==> config.mk <==
export PLATFORM = sky130hd
export DESIGN_NAME = display_scan_mux
export DESIGN_NICKNAME = d
export VERILOG_FILES = /design/src/rtl/display_pkg.sv /design/src/rtl/digit_select_mux.sv /design/src/rtl/display_scan_mux.sv
export SDC_FILE = /design/constraint.sdc
export NUM_CORES = 1
export LEC_CHECK = 0
export ABC_AREA = 0
export BUFFER_PORTS_ARGS = -buffer_cell sky130_fd_sc_hd__buf_2
export CAP_MARGIN = 30
export CORE_MARGIN = 2
export CORE_UTILIZATION = 40
export DETAILED_ROUTE_END_ITERATION = 16
export SKIP_CTS_REPAIR_TIMING = 1
export SLEW_MARGIN = 20
export SYNTH_ARGS = -nofsm -noshare
export SYNTH_HDL_FRONTEND = slang
export SYNTH_SLANG_ARGS = --single-unit
==> constraint.sdc <==
create_clock -name clk -period 2.7 [get_ports clk]
set_input_delay 0.135 -clock clk [delete_from_list [all_inputs] [get_ports clk]]
set_output_delay 0.135 -clock clk [all_outputs]
set_load 0.05 [all_outputs]
==> src/rtl/display_pkg.sv <==
// Shared defaults and polarity helper for the seven-segment scan driver.
package display_pkg;

  localparam int DEF_DIGITS  = 4;
  localparam int DEF_DIGIT_W = 4;

  typedef logic [$clog2(DEF_DIGITS)-1:0] digit_idx_t;

  // Maps a logical "on" to the pin level for the configured polarity.
  function automatic logic drive_level(input logic active, input bit active_low);
    return active ^ active_low;
  endfunction

endpackage

==> src/rtl/digit_select_mux.sv <==
// DIGITS-way combinational select of a DIGIT_W-bit field from a flat bus.
module digit_select_mux #(
  parameter int DIGITS  = 4,
  parameter int DIGIT_W = 4
) (
  input  logic [DIGITS*DIGIT_W-1:0]  bus,
  input  logic [$clog2(DIGITS)-1:0]  sel,
  output logic [DIGIT_W-1:0]         value
);

  localparam int SEL_W = $clog2(DIGITS);

  always_comb begin
    value = '0;
    for (int i = 0; i < DIGITS; i++) begin
      if (sel == SEL_W'(i)) value = bus[i*DIGIT_W +: DIGIT_W];
    end
  end

endmodule

==> src/rtl/display_scan_mux.sv <==
// Time-multiplexed seven-segment scan driver: frame snapshot, guarded
// one-hot anodes and leading-zero blanking, all outputs registered.
module display_scan_mux
  import display_pkg::*;
#(
  parameter int DIGITS      = DEF_DIGITS,
  parameter int DIGIT_W     = DEF_DIGIT_W,
  parameter int REFRESH_DIV = 100000,
  parameter int GUARD       = 2,
  parameter bit ACTIVE_LOW  = 1'b1
) (
  input  logic                      clk,
  input  logic                      rst,
  input  logic                      en,
  input  logic                      lz_en,
  input  logic [DIGITS*DIGIT_W-1:0] data,
  input  logic [DIGITS-1:0]         dp_in,
  output logic [DIGIT_W-1:0]        digit_out,
  output logic [DIGITS-1:0]         an,
  output logic                      dp,
  output logic [$clog2(DIGITS)-1:0] sel,
  output logic                      frame
);

  localparam int PRE_W = $clog2(REFRESH_DIV + 1);
  localparam int SEL_W = $clog2(DIGITS);
  localparam logic [PRE_W-1:0] PRE_LAST = PRE_W'(REFRESH_DIV - 1);
  localparam logic [PRE_W-1:0] GUARD_V  = PRE_W'(GUARD);
  localparam logic [SEL_W-1:0] IDX_LAST = SEL_W'(DIGITS - 1);
  localparam logic [DIGITS-1:0] AN_OFF  = ACTIVE_LOW ? '1 : '0;

  logic [PRE_W-1:0]          pre;
  logic [SEL_W-1:0]          idx;
  logic [DIGITS*DIGIT_W-1:0] snap_data;
  logic [DIGITS-1:0]         snap_dp;
  logic                      primed;

  logic                      slot_end;
  logic                      frame_wrap;
  logic                      load;
  logic [DIGITS-1:0]         blank;
  logic                      lit;
  logic [DIGIT_W-1:0]        cur_digit;
  logic [0:0]                cur_dp;
  logic [DIGITS-1:0]         an_next;
  logic                      dp_next;

  assign slot_end   = en && (pre == PRE_LAST);
  assign frame_wrap = slot_end && (idx == IDX_LAST);
  assign load       = frame_wrap || !primed;

  digit_select_mux #(.DIGITS(DIGITS), .DIGIT_W(DIGIT_W)) u_digit_mux (
    .bus   (snap_data),
    .sel   (idx),
    .value (cur_digit)
  );

  digit_select_mux #(.DIGITS(DIGITS), .DIGIT_W(1)) u_dp_mux (
    .bus   (snap_dp),
    .sel   (idx),
    .value (cur_dp)
  );

  // A digit is blank when it and every more significant digit are zero.
  always_comb begin
    logic upper_zero;
    blank      = '0;
    upper_zero = 1'b1;
    for (int i = DIGITS - 1; i >= 1; i--) begin
      upper_zero = upper_zero && (snap_data[i*DIGIT_W +: DIGIT_W] == '0);
      blank[i]   = lz_en && upper_zero;
    end
  end

  always_comb begin
    lit = en && (pre >= GUARD_V) && !blank[idx];
    for (int i = 0; i < DIGITS; i++) begin
      an_next[i] = drive_level(lit && (idx == SEL_W'(i)), ACTIVE_LOW);
    end
    dp_next = drive_level(lit && cur_dp[0], ACTIVE_LOW);
  end

  always_ff @(posedge clk or posedge rst) begin
    if (rst) begin
      pre       <= '0;
      idx       <= '0;
      snap_data <= '0;
      snap_dp   <= '0;
      primed    <= 1'b0;
      sel       <= '0;
      digit_out <= '0;
      frame     <= 1'b0;
      an        <= AN_OFF;
      dp        <= ACTIVE_LOW;
    end else begin
      if (!en || pre == PRE_LAST) pre <= '0;
      else                        pre <= pre + 1'b1;

      if (slot_end) idx <= (idx == IDX_LAST) ? '0 : idx + 1'b1;

      primed <= 1'b1;
      if (load) begin
        snap_data <= data;
        snap_dp   <= dp_in;
      end
      frame <= load;

      // Index and value freeze on the display while scanning is paused.
      if (en) begin
        sel       <= idx;
        digit_out <= cur_digit;
      end
      an <= an_next;
      dp <= dp_next;
    end
  end

endmodule

==> results of run 1 <==
## state kept, by name (all words and copies together) (netlist names)
signal / count
frame: 1
an: 4
pre: 17
snap_data: 16
sel: 2
dp: 1
digit_out: 4
idx: 2
primed: 1
snap_dp: 4
## Yosys cell counts
| cell type | n |
|---|---|
| mux2_2 | 5 |
| a21oi_1 | 2 |
| ha_1 | 6 |
| nor2b_1 | 4 |
| nor3_1 | 5 |
| dfrtp_1 | 47 |
| or4_1 | 1 |
| o31a_1 | 1 |
| o31ai_1 | 1 |
| o21ai_0 | 3 |
| buf_4 | 1 |
| o21ai_1 | 1 |
| nand3_1 | 8 |
| a21o_1 | 1 |
| nand4_2 | 1 |
| buf_6 | 2 |
| xnor2_1 | 9 |
| nand4b_1 | 1 |
| inv_1 | 11 |
| or3_1 | 3 |
| mux2_4 | 19 |
| dfstp_2 | 5 |
| buf_2 | 1 |
| a31oi_1 | 4 |
| nor2_1 | 22 |
| a221oi_1 | 4 |
| clkbuf_1 | 5 |
| and4_1 | 1 |
| nand4_1 | 8 |
| nor4_1 | 9 |
| o311a_1 | 1 |
| xor2_1 | 4 |
| a22o_1 | 1 |
| conb_1 | 1 |
| nand2_1 | 13 |
| a211o_1 | 4 |
## power breakdown
| part | switching, mW | total, mW | internal (mW) |
|---|---|---|---|
| clock | 0.263 | 0.449 | 0.186 |
| combinational | 0.109 | 0.202 | 0.0932 |
| sequential | 0.0352 | 0.861 | 0.826 |
## layer usage
layer  vias up  routed length [um]  track usage (%)
li1        837                   -                -
met1       817                2390             21.4
met2        44                2070             20.9
met3         6                 179             3.18
met4         0                  71             4.92
met5         -                   0                0
## worst reg2reg max path, stage by stage (launching register included)
cell	delay, ns
dfrtp_1	0.42
ha_1	0.27
nand4_2	0.18
or3_1	0.42
o31a_1	0.31
buf_4	0.25
mux2_4	0.34
## cell type report
type | count | area, um2 | share of cell area, %
tap | 75 | 93.8 | 3.29
multi-input combinational | 143 | 1090 | 38.0
sequential | 52 | 1310 | 45.8
timing repair buffer | 41 | 235 | 8.24
inverter | 11 | 41.3 | 1.45
clock buffer | 5 | 68.8 | 2.41
clock inverter | 3 | 22.5 | 0.789
## cell families (layout without fill, tap and decap cells)
kind of cell	count (synthesis)	count (layout)	share of synthesized area, %
AO/OA/AOI/OAI	23	23	6.74
flip-flops	52	52	52.5
XOR/XNOR	13	13	4.58
AND/OR/NAND/NOR	76	76	15.4
multiplexers	24	24	13.7
buffers and inverters	20	60	3.82
other	1	1	0.151
adder cells (fa/ha/maj)	6	6	3.02
## cells in the final DEF (no fill, tap or decap), drive strengths merged, types with 2 or more instances in the layout
cell type,n
dfrtp,47
buf,40
mux2,24
nor2,22
nand2,13
inv,12
nor4,9
xnor2,9
nand4,9
nand3,8
ha,6
nor3,5
dfstp,5
clkbuf,5
nor2b,4
a221oi,4
a211o,4
a31oi,4
xor2,4
o21ai,4
or3,3
a21oi,2
clkinv,2
## worst max-delay path by stage
stage | from | cells after the start | to | slack [ns]
after floorplan | pre[1] | 6 | snap_data[10] | 0.62
after CTS | pre[1] | 6 | snap_dp[0] | 0.38
after global placement | pre[1] | 6 | snap_dp[3] | 0.48
after detailed placement | pre[1] | 6 | snap_dp[0] | 0.40
final | pre[1] | 6 | snap_dp[0] | 0.41
after global routing | pre[1] | 6 | snap_data[15] | 0.29
## stage by stage
step / util (%) / power, mW / cells / worst slack [ns]
floorplan: - / 1.02 / 215 / 0.618
global route: 47.9 / 1.59 / 330 / 0.290
finish: 47.9 / 1.51 / 330 / 0.408
global placement: 45.9 / 1.07 / 320 / 0.478
CTS: 47.8 / 1.53 / 329 / 0.380
detailed placement: 46.2 / 1.08 / 321 / 0.398
==> summary.txt, run 1 <==
Detailed routing
  – Vias: 1,704
  – Post-route ant nets: 0
  – 1st-iter DRT viols: 81
  – Via/cell ratio: 5.16
  – Remaining DRCs: 0
  – Pre-antenna DRT Iters: 4
  – Final wirelength: 4.72 mm
  – DR WL/cell: 14.3 um

Setup path
  – Crit path max-delay family: simple AND/OR/NAND/NOR gates
  – RR Startpoint: pre[1]
  – Flop2flop setup slack: 0.41 ns
  – Critical path class: reg2reg
  – Worst path bufs/invs: 1
  – CP Max Fanout: 21
  – Required time of the critical path: 2.90 ns
  – Worst setup EP type: flop
  – Slowest cell on the critical path: dfrtp_1
  – Worst EP arrival: 2.49 ns
  – Critical-path cell list: ha_1 -> nand4_2 -> or3_1 -> o31a_1 -> buf_4 -> mux2_4
  – Critical R2R Capture: snap_dp[0]
  – Critical path's largest stage delay: 0.42 ns
  – Worst r2r path cells: 6
  – CP Launch Type: flop

Status
  – Outcome: finished, final reports clean

Power and ir drop
  – Power density over cell area: 529 nW/um2
  – Leakage power: 1.30 nW
  – Max rail drop VDD: 0.272 mV

Clock network
  – Clock tree sinks: 52
  – Clk Latency, worst-skew pair: 0.31 ns
  – Clk buf depth: 2
  – CTS root buffer: clkbuf_8
  – Worst-path clk slew: 0.10 ns
  – TritonCTS clock tree: built
  – H-tree Lvls: 2
  – Num CTS Buffers: 5

Placed design
  – Routability-driven placement congestion ratio: 0.801
  – Area post-placement: 2750 um2
  – PortBufs: 35
  – Final HPWL DP: 3.52 mm

Timing
  – Final setup viols: 0
  – Fmax: 436 MHz
  – Final hold vios: 0
  – Sum of negative setup slack: 0 ns
  – Fin Hold WS: 0.0443 ns
  – Clock Skews: 0.00842 ns
  – Unrepaired setup endpoints after global routing: no
  – Slew Viols, Final: 0
  – Tmin final: 2.29 ns
  – Final period utilization: 84.9%

Global routing
  – Vias in the first global route: 1,654
  – Total gr overflow: 0
  – Largest net degree at the start of global routing: 31
  – Initial antenna violation count: 0
  – GRT Total Usage: 14.5%
  – First-pass GRT wire length: 8.01 mm

Hold path
  – Hold Path Class: in2reg
  – Hold EP: snap_data[12]
  – Hold Crit Start: data[12]
  – Hold path depth: 2

Finish
  – Fillers: 570
  – Fin area: 2860 um2
  – Synth-to-Final Area Change: 14.7%
  – Antenna diode count: 0
  – Final net count: 284
  – Share of cells above drive strength 1: 31.0%

Floorplan
  – Initial Util: 41.8%
  – CORE AREA: 5960 um2
  – Top Ports: 36
  – Die height: 82.9 um
  – DIE AREA: 6870 um2
  – Die width: 82.9 um
  – # rows: 28

Synthesis
  – Synth cell types: 36
  – Warnings, synthesis: 0
  – Synth Instances: 215
  – Post-Syn Area: 2490 um2
  – Avg Cell Area, Syn: 11.6 um2
  – Largest area contributor in the netlist: dfrtp_1
  – Post-synth top area share: 47.3%
  – Register area share after synthesis: 52.5%
  – Synth top area cells: dfrtp_1 (47%), mux2_4 (11%), dfstp_2 (5.3%)
  – FF+latch count, synth: 52
  – Mapped Nets: 245

Flow run
  – Max-cap violations: 0
No activity file was read; power rests on OpenSTA's default activity.
==> inputs of run 2 (changes only) <==
Clock period 2.7 ns to 2.1 ns, I/O delays scaled along.
==> run 2 against run 1 <==
Against the previous run: clock power increased by 49%; first-iteration DRC count decreased by 25%; via count increased by 2.5%; routed wire length increased by 2.8%; maximum frequency increased by 14%; sequential power increased by 28%; sequential cell count unchanged; critical path type unchanged.
==> summary.txt, run 2 (synthesized netlist as in run 1, its figures left out) <==
Power and ir drop
  – Leakage power: 1.35 nW (+4.0%)
  – Power density over cell area: 695 nW/um2 (+31%)
  – Max rail drop VDD: 0.299 mV (+9.9%)

Global routing
  – Vias in the first global route: 1,799 (+8.8%)
  – Initial antenna violation count: 0 (unchanged)
  – Layer carrying the most global-route usage: met2
  – First-pass GRT wire length: 8.60 mm (+7.4%)
  – M3 GR Usage: 3.38% (+0.20 points)
  – Total gr overflow: 0 (unchanged)
  – M1 GR Usage: 21.9% (+0.48 points)
  – Largest net degree at the start of global routing: 25 (-19%)
  – Met2 Use GR: 23.1% (+2.2 points)
  – GRT Total Usage: 15.2% (+0.78 points)

Floorplan
  – CORE AREA: 5960 um2 (unchanged)
  – Die height: 82.9 um (unchanged)
  – # rows: 28 (unchanged)
  – Initial Util: 41.8% (unchanged)
  – Top Ports: 36 (unchanged)
  – DIE AREA: 6870 um2 (unchanged)
  – Die width: 82.9 um (unchanged)

Timing
  – Final hold vios: 0 (unchanged)
  – Least-Margin Pin Slew: 0.500 ns
  – Sum of negative setup slack: 0 ns (unchanged)
  – Final setup viols: 0 (unchanged)
  – Setup WS post-layout: 0.0826 ns (-0.326 ns)
  – Clock Skews: 0.00919 ns (+0.000770 ns)
  – Tmin final: 2.02 ns (-0.274 ns)
  – Unrepaired setup endpoints after global routing: no
  – Fmax: 496 MHz (+14%)
  – Slew Viols, Final: 0 (unchanged)
  – Slew headroom: 66.4%
  – Final period utilization: 96.1% (+11 points)

Detailed routing
  – Remaining DRCs: 0 (unchanged)
  – Post-route ant nets: 0 (unchanged)
  – Via/cell ratio: 5.15 (-0.26%)
  – Vias: 1,746 (+2.5%)
  – Pre-antenna DRT Iters: 4 (unchanged)
  – Final wirelength: 4.85 mm (+2.8%)
  – 1st-iter DRT viols: 61 (-25%)
  – DR WL/cell: 14.3 um (+0.11%)

Setup path
  – Worst EP arrival: 2.21 ns (-0.28 ns)
  – Worst setup EP type: flop
  – CP Launch Type: flop
  – Required time of the critical path: 2.29 ns (-0.61 ns)
  – Critical path class: reg2reg
  – CP Max Fanout: 21 (unchanged)

Clock network
  – Clk Latency, worst-skew pair: 0.30 ns (about the same)
  – Clock tree sinks: 52 (unchanged)
  – Clk buf depth: 2 (unchanged)
  – CTS root buffer: clkbuf_8
  – H-tree Lvls: 2 (unchanged)
  – TritonCTS clock tree: built
  – Num CTS Buffers: 5 (unchanged)
  – Worst-path clk slew: 0.09 ns (about the same)

Finish
  – Commonest non-fill, non-tap cell in the layout: dfrtp_1
  – Max FFs per register: 17 (unchanged)
  – Most frequent cells in the layout: dfrtp_1 (47), buf_2 (35), nor2_1 (22)
  – Fillers: 555 (-2.6%)
  – Antenna diode count: 0 (unchanged)
  – Register ranked first by flip-flop count: pre
  – Share of cells above drive strength 1: 33.0% (+2.0 points)
  – Largest registers: pre: 17 flops, snap_data: 16 flops
  – Fin util: 49.3% (+1.4 points)
  – Final net count: 293 (+3.2%)
  – FF/Latch Area: 1310 um2 (unchanged)
  – Multi-input logic area: 1090 um2 (unchanged)
  – Synth-to-Final Area Change: 18.1%

Status
  – Outcome: finished, final reports clean

Placed design
  – Place WS: 0.0983 ns (-0.300 ns)
  – Final HPWL DP: 3.56 mm (+1.2%)
  – Routability-driven placement congestion ratio: 0.814 (+1.6%)
  – PortBufs: 35 (unchanged)

Hold path
  – Hold Path Class: in2reg

Flow run
  – Max-cap violations: 0 (unchanged)
-- run 2: cell types whose count changed in the layout (fill, tap and decap cells not counted) --
cell,change
buf_4,+9
bufinv_16,+1
clkbuf_1,+1
clkinv_4,-1
inv_6,-1
-- run 2: where the power goes --
part           internal, mW  switching [mW]
Sequential             1.06          0.0384
Clock                 0.354           0.315
Combinational         0.127           0.148
-- run 2: stage by stage --
step	cell area [um2]	hold WS [ns]	std cells	power (mW)
2_1_floorplan	2490	0.254	215	1.31
3_3_place_gp	2820	0.178	330	1.39
3_5_place_dp	2820	0.168	330	1.40
4_1_cts	2930	-0.166	338	2.07
5_1_grt	2940	0.00942	339	2.15
6_report	2940	0.0262	339	2.04
-- run 2: worst paths after layout --
check / to / slack [ns] / cells after the start / from
max: snap_data[12] / 0.08 / 6 / pre[0]
min: snap_dp[1] / 0.03 / 2 / dp_in[1]
max reg2reg: snap_data[12] / 0.08 / 6 / pre[0]
min reg2reg: snap_data[1] / 0.52 / 1 / snap_data[1]
max in group asynchronous: an[3] / 1.05 / 4 / rst
min in group asynchronous: snap_data[4] / 0.38 / 3 / rst
-- run 2: layout make-up --
class                      count  share of cell area (%)
clock buffer                   6                    2.47
clock inverter                 2                    1.19
inverter                      11                    1.40
multi-input combinational    143                    37.0
sequential                    52                    44.5
tap                           75                    3.19
timing repair buffer          50                    10.3
-- run 2: worst max-delay path, stage by stage, from the launching register on --
cell and delay, ns:
dfrtp_1 0.36, ha_1 0.18, nand4_2 0.13, or3_1 0.41, o31a_1 0.35, buf_12 0.18, mux2_4 0.30
-- run 2: layer usage --
layer	vias to the layer above	share of wire, %
li1	854	-
met1	853	51
met2	33	44
met3	6	3.6
met4	0	1.5
met5	-	0
==> inputs of run 3 (changes only) <==
Settings changed: RECOVER_POWER from default to 25.
==> run 3 against run 2 <==
Against the previous run: maximum frequency did not move; core utilization fell by 0.084 points; routed wire length barely moved; sequential power barely moved; clock skew did not move; count of clock-buffer cells in the layout did not move; cell count did not move.
==> summary.txt, run 3 (synthesized netlist as in run 1, its figures left out) <==
Detailed routing
  – Pre-antenna DRT Iters: 4 (unchanged)
  – Remaining DRCs: 0 (unchanged)
  – Via/cell ratio: 5.15 (about the same)
  – 1st-iter DRT viols: 61 (unchanged)
  – Vias: 1,747 (+0.057%)
  – Final wirelength: 4.85 mm (about the same)
  – Post-route ant nets: 0 (unchanged)
  – DR WL/cell: 14.3 um (about the same)

Setup path
  – CP Launch Point: pre[0]
  – Worst EP arrival: 2.21 ns (about the same)
  – CP Launch Type: flop
  – CP Max Fanout: 21 (unchanged)
  – Critical R2R Capture: snap_data[12]
  – Worst r2r path cells: 6 (unchanged)
  – Flop2flop setup slack: 0.08 ns (about the same)
  – Worst setup EP type: flop
  – RR Startpoint: pre[0]
  – Required time of the critical path: 2.29 ns (about the same)
  – Worst setup path end: snap_data[12]
  – Critical path class: reg2reg

Timing
  – Sum of negative setup slack: 0 ns (unchanged)
  – Slew Viols, Final: 0 (unchanged)
  – Final period utilization: 96.1% (about the same)
  – Slew headroom: 39.7% (-27 points)
  – Fmax: 496 MHz (unchanged)
  – Least-Margin Pin Slew: 0.904 ns (+0.404 ns)
  – Final setup viols: 0 (unchanged)
  – Final hold vios: 0 (unchanged)
  – Clock Skews: 0.00919 ns (unchanged)
  – Tmin final: 2.02 ns (-0.00000220 ns)
  – Unrepaired setup endpoints after global routing: no

Placed design
  – Placed cells: 330 (unchanged)
  – Final HPWL DP: 3.56 mm (unchanged)
  – PortBufs: 35 (unchanged)
  – Routability-driven placement congestion ratio: 0.814 (unchanged)

Clock network
  – Clock tree sinks: 52 (unchanged)
  – H-tree Lvls: 2 (unchanged)
  – Clk buf depth: 2 (unchanged)
  – Clk Latency, worst-skew pair: 0.30 ns (about the same)
  – CTS root buffer: clkbuf_8
  – Num CTS Buffers: 5 (unchanged)
  – TritonCTS clock tree: built
  – Worst-path clk slew: 0.09 ns (about the same)

Floorplan
  – CORE AREA: 5960 um2 (unchanged)
  – Initial Util: 41.8% (unchanged)
  – Die height: 82.9 um (unchanged)
  – # rows: 28 (unchanged)
  – Top Ports: 36 (unchanged)
  – DIE AREA: 6870 um2 (unchanged)
  – Die width: 82.9 um (unchanged)

Finish
  – Most frequent cells in the layout: dfrtp_1 (47), buf_2 (31), nor2_1 (22)
  – Final net count: 293 (unchanged)
  – Register ranked first by flip-flop count: pre
  – Synth-to-Final Area Change: 17.9%
  – Largest registers: pre: 17 flops, snap_data: 16 flops
  – Fillers: 557 (+0.36%)
  – Share of cells above drive strength 1: 31.1% (-1.9 points)
  – Antenna diode count: 0 (unchanged)
  – Max FFs per register: 17 (unchanged)
  – Fin cells: 339 (unchanged)
  – Commonest non-fill, non-tap cell in the layout: dfrtp_1
  – FF/Latch Area: 1310 um2 (unchanged)
  – Multi-input logic area: 1090 um2 (unchanged)

Power and ir drop
  – Leakage power: 1.34 nW (-0.81%)
  – Power density over cell area: 696 nW/um2 (about the same)
  – Max rail drop VDD: 0.299 mV (about the same)

Global routing
  – Initial antenna violation count: 0 (unchanged)
  – Largest net degree at the start of global routing: 25 (unchanged)
  – Vias in the first global route: 1,799 (unchanged)
  – Total gr overflow: 0 (unchanged)
  – GRT Total Usage: 15.2% (unchanged)
  – First-pass GRT wire length: 8.60 mm (unchanged)

Flow run
  – Max-cap violations: 0 (unchanged)

Status
  – Outcome: finished, final reports clean

Hold path
  – Hold Path Class: in2reg
run 3: cell types whose count changed in the layout (fill, tap and decap cells not counted):
cell / before / now
buf_2: 35 / 31
clkbuf_1: 1 / 5
inv_1: 10 / 11
inv_2: 1 / 0
run 3: worst min-delay path by stage:
stage / start / endpoint / slack (ns) / cells past startpoint
after CTS: rst / snap_data[4] / -0.17 / 2
final: dp_in[1] / snap_dp[1] / 0.03 / 2
after detailed placement: rst / pre[15] / 0.17 / 2
after floorplan: data[10] / snap_data[10] / 0.25 / 1
after global placement: rst / pre[15] / 0.18 / 2
after global routing: data[0] / snap_data[0] / 0.009 / 2
run 3: power breakdown:
part | internal (mW) | leakage (nW) | switching (mW) | total, mW
Clock | 0.354 | 0.0552 | 0.315 | 0.669
Sequential | 1.06 | 0.644 | 0.0385 | 1.10
Combinational | 0.125 | 0.642 | 0.148 | 0.273
run 3: cell type report:
class / instances / share of cell area [%]
flip-flops and latches: 52 / 44.6
multi-input cells: 143 / 37.0
repair buffers: 50 / 10.1
well taps: 75 / 3.20
clock buffers: 6 / 2.47
inverters: 11 / 1.41
clock inverters: 2 / 1.19
run 3: worst max-delay path, stage by stage (launching register included):
cell and delay [ns]:
dfrtp_1 0.36, ha_1 0.18, nand4_2 0.13, or3_1 0.41, o31a_1 0.35, buf_12 0.18, mux2_4 0.30
run 3: stage by stage:
step	total power, mW	hold WS [ns]	worst slack, ns	util, %	cell area, um2
6_report	2.04	0.0262	0.0826	49.3	2930
5_1_grt	2.15	0.00942	0.00676	49.3	2930
4_1_cts	2.07	-0.166	0.0842	49.2	2930
3_5_place_dp	1.40	0.168	0.0983	47.4	2820
3_3_place_gp	1.39	0.178	0.143	47.4	2820
2_1_floorplan	1.31	0.254	0.0182	-	2490
run 3: metal layers:
metal / part of all wire, % / track usage [%] / up-vias
li1: - / - / 854
met1: 51 / 21.9 / 854
met2: 44 / 23.1 / 33
met3: 3.5 / 3.38 / 6
met4: 1.5 / 4.47 / 0
met5: 0 / 0 / -
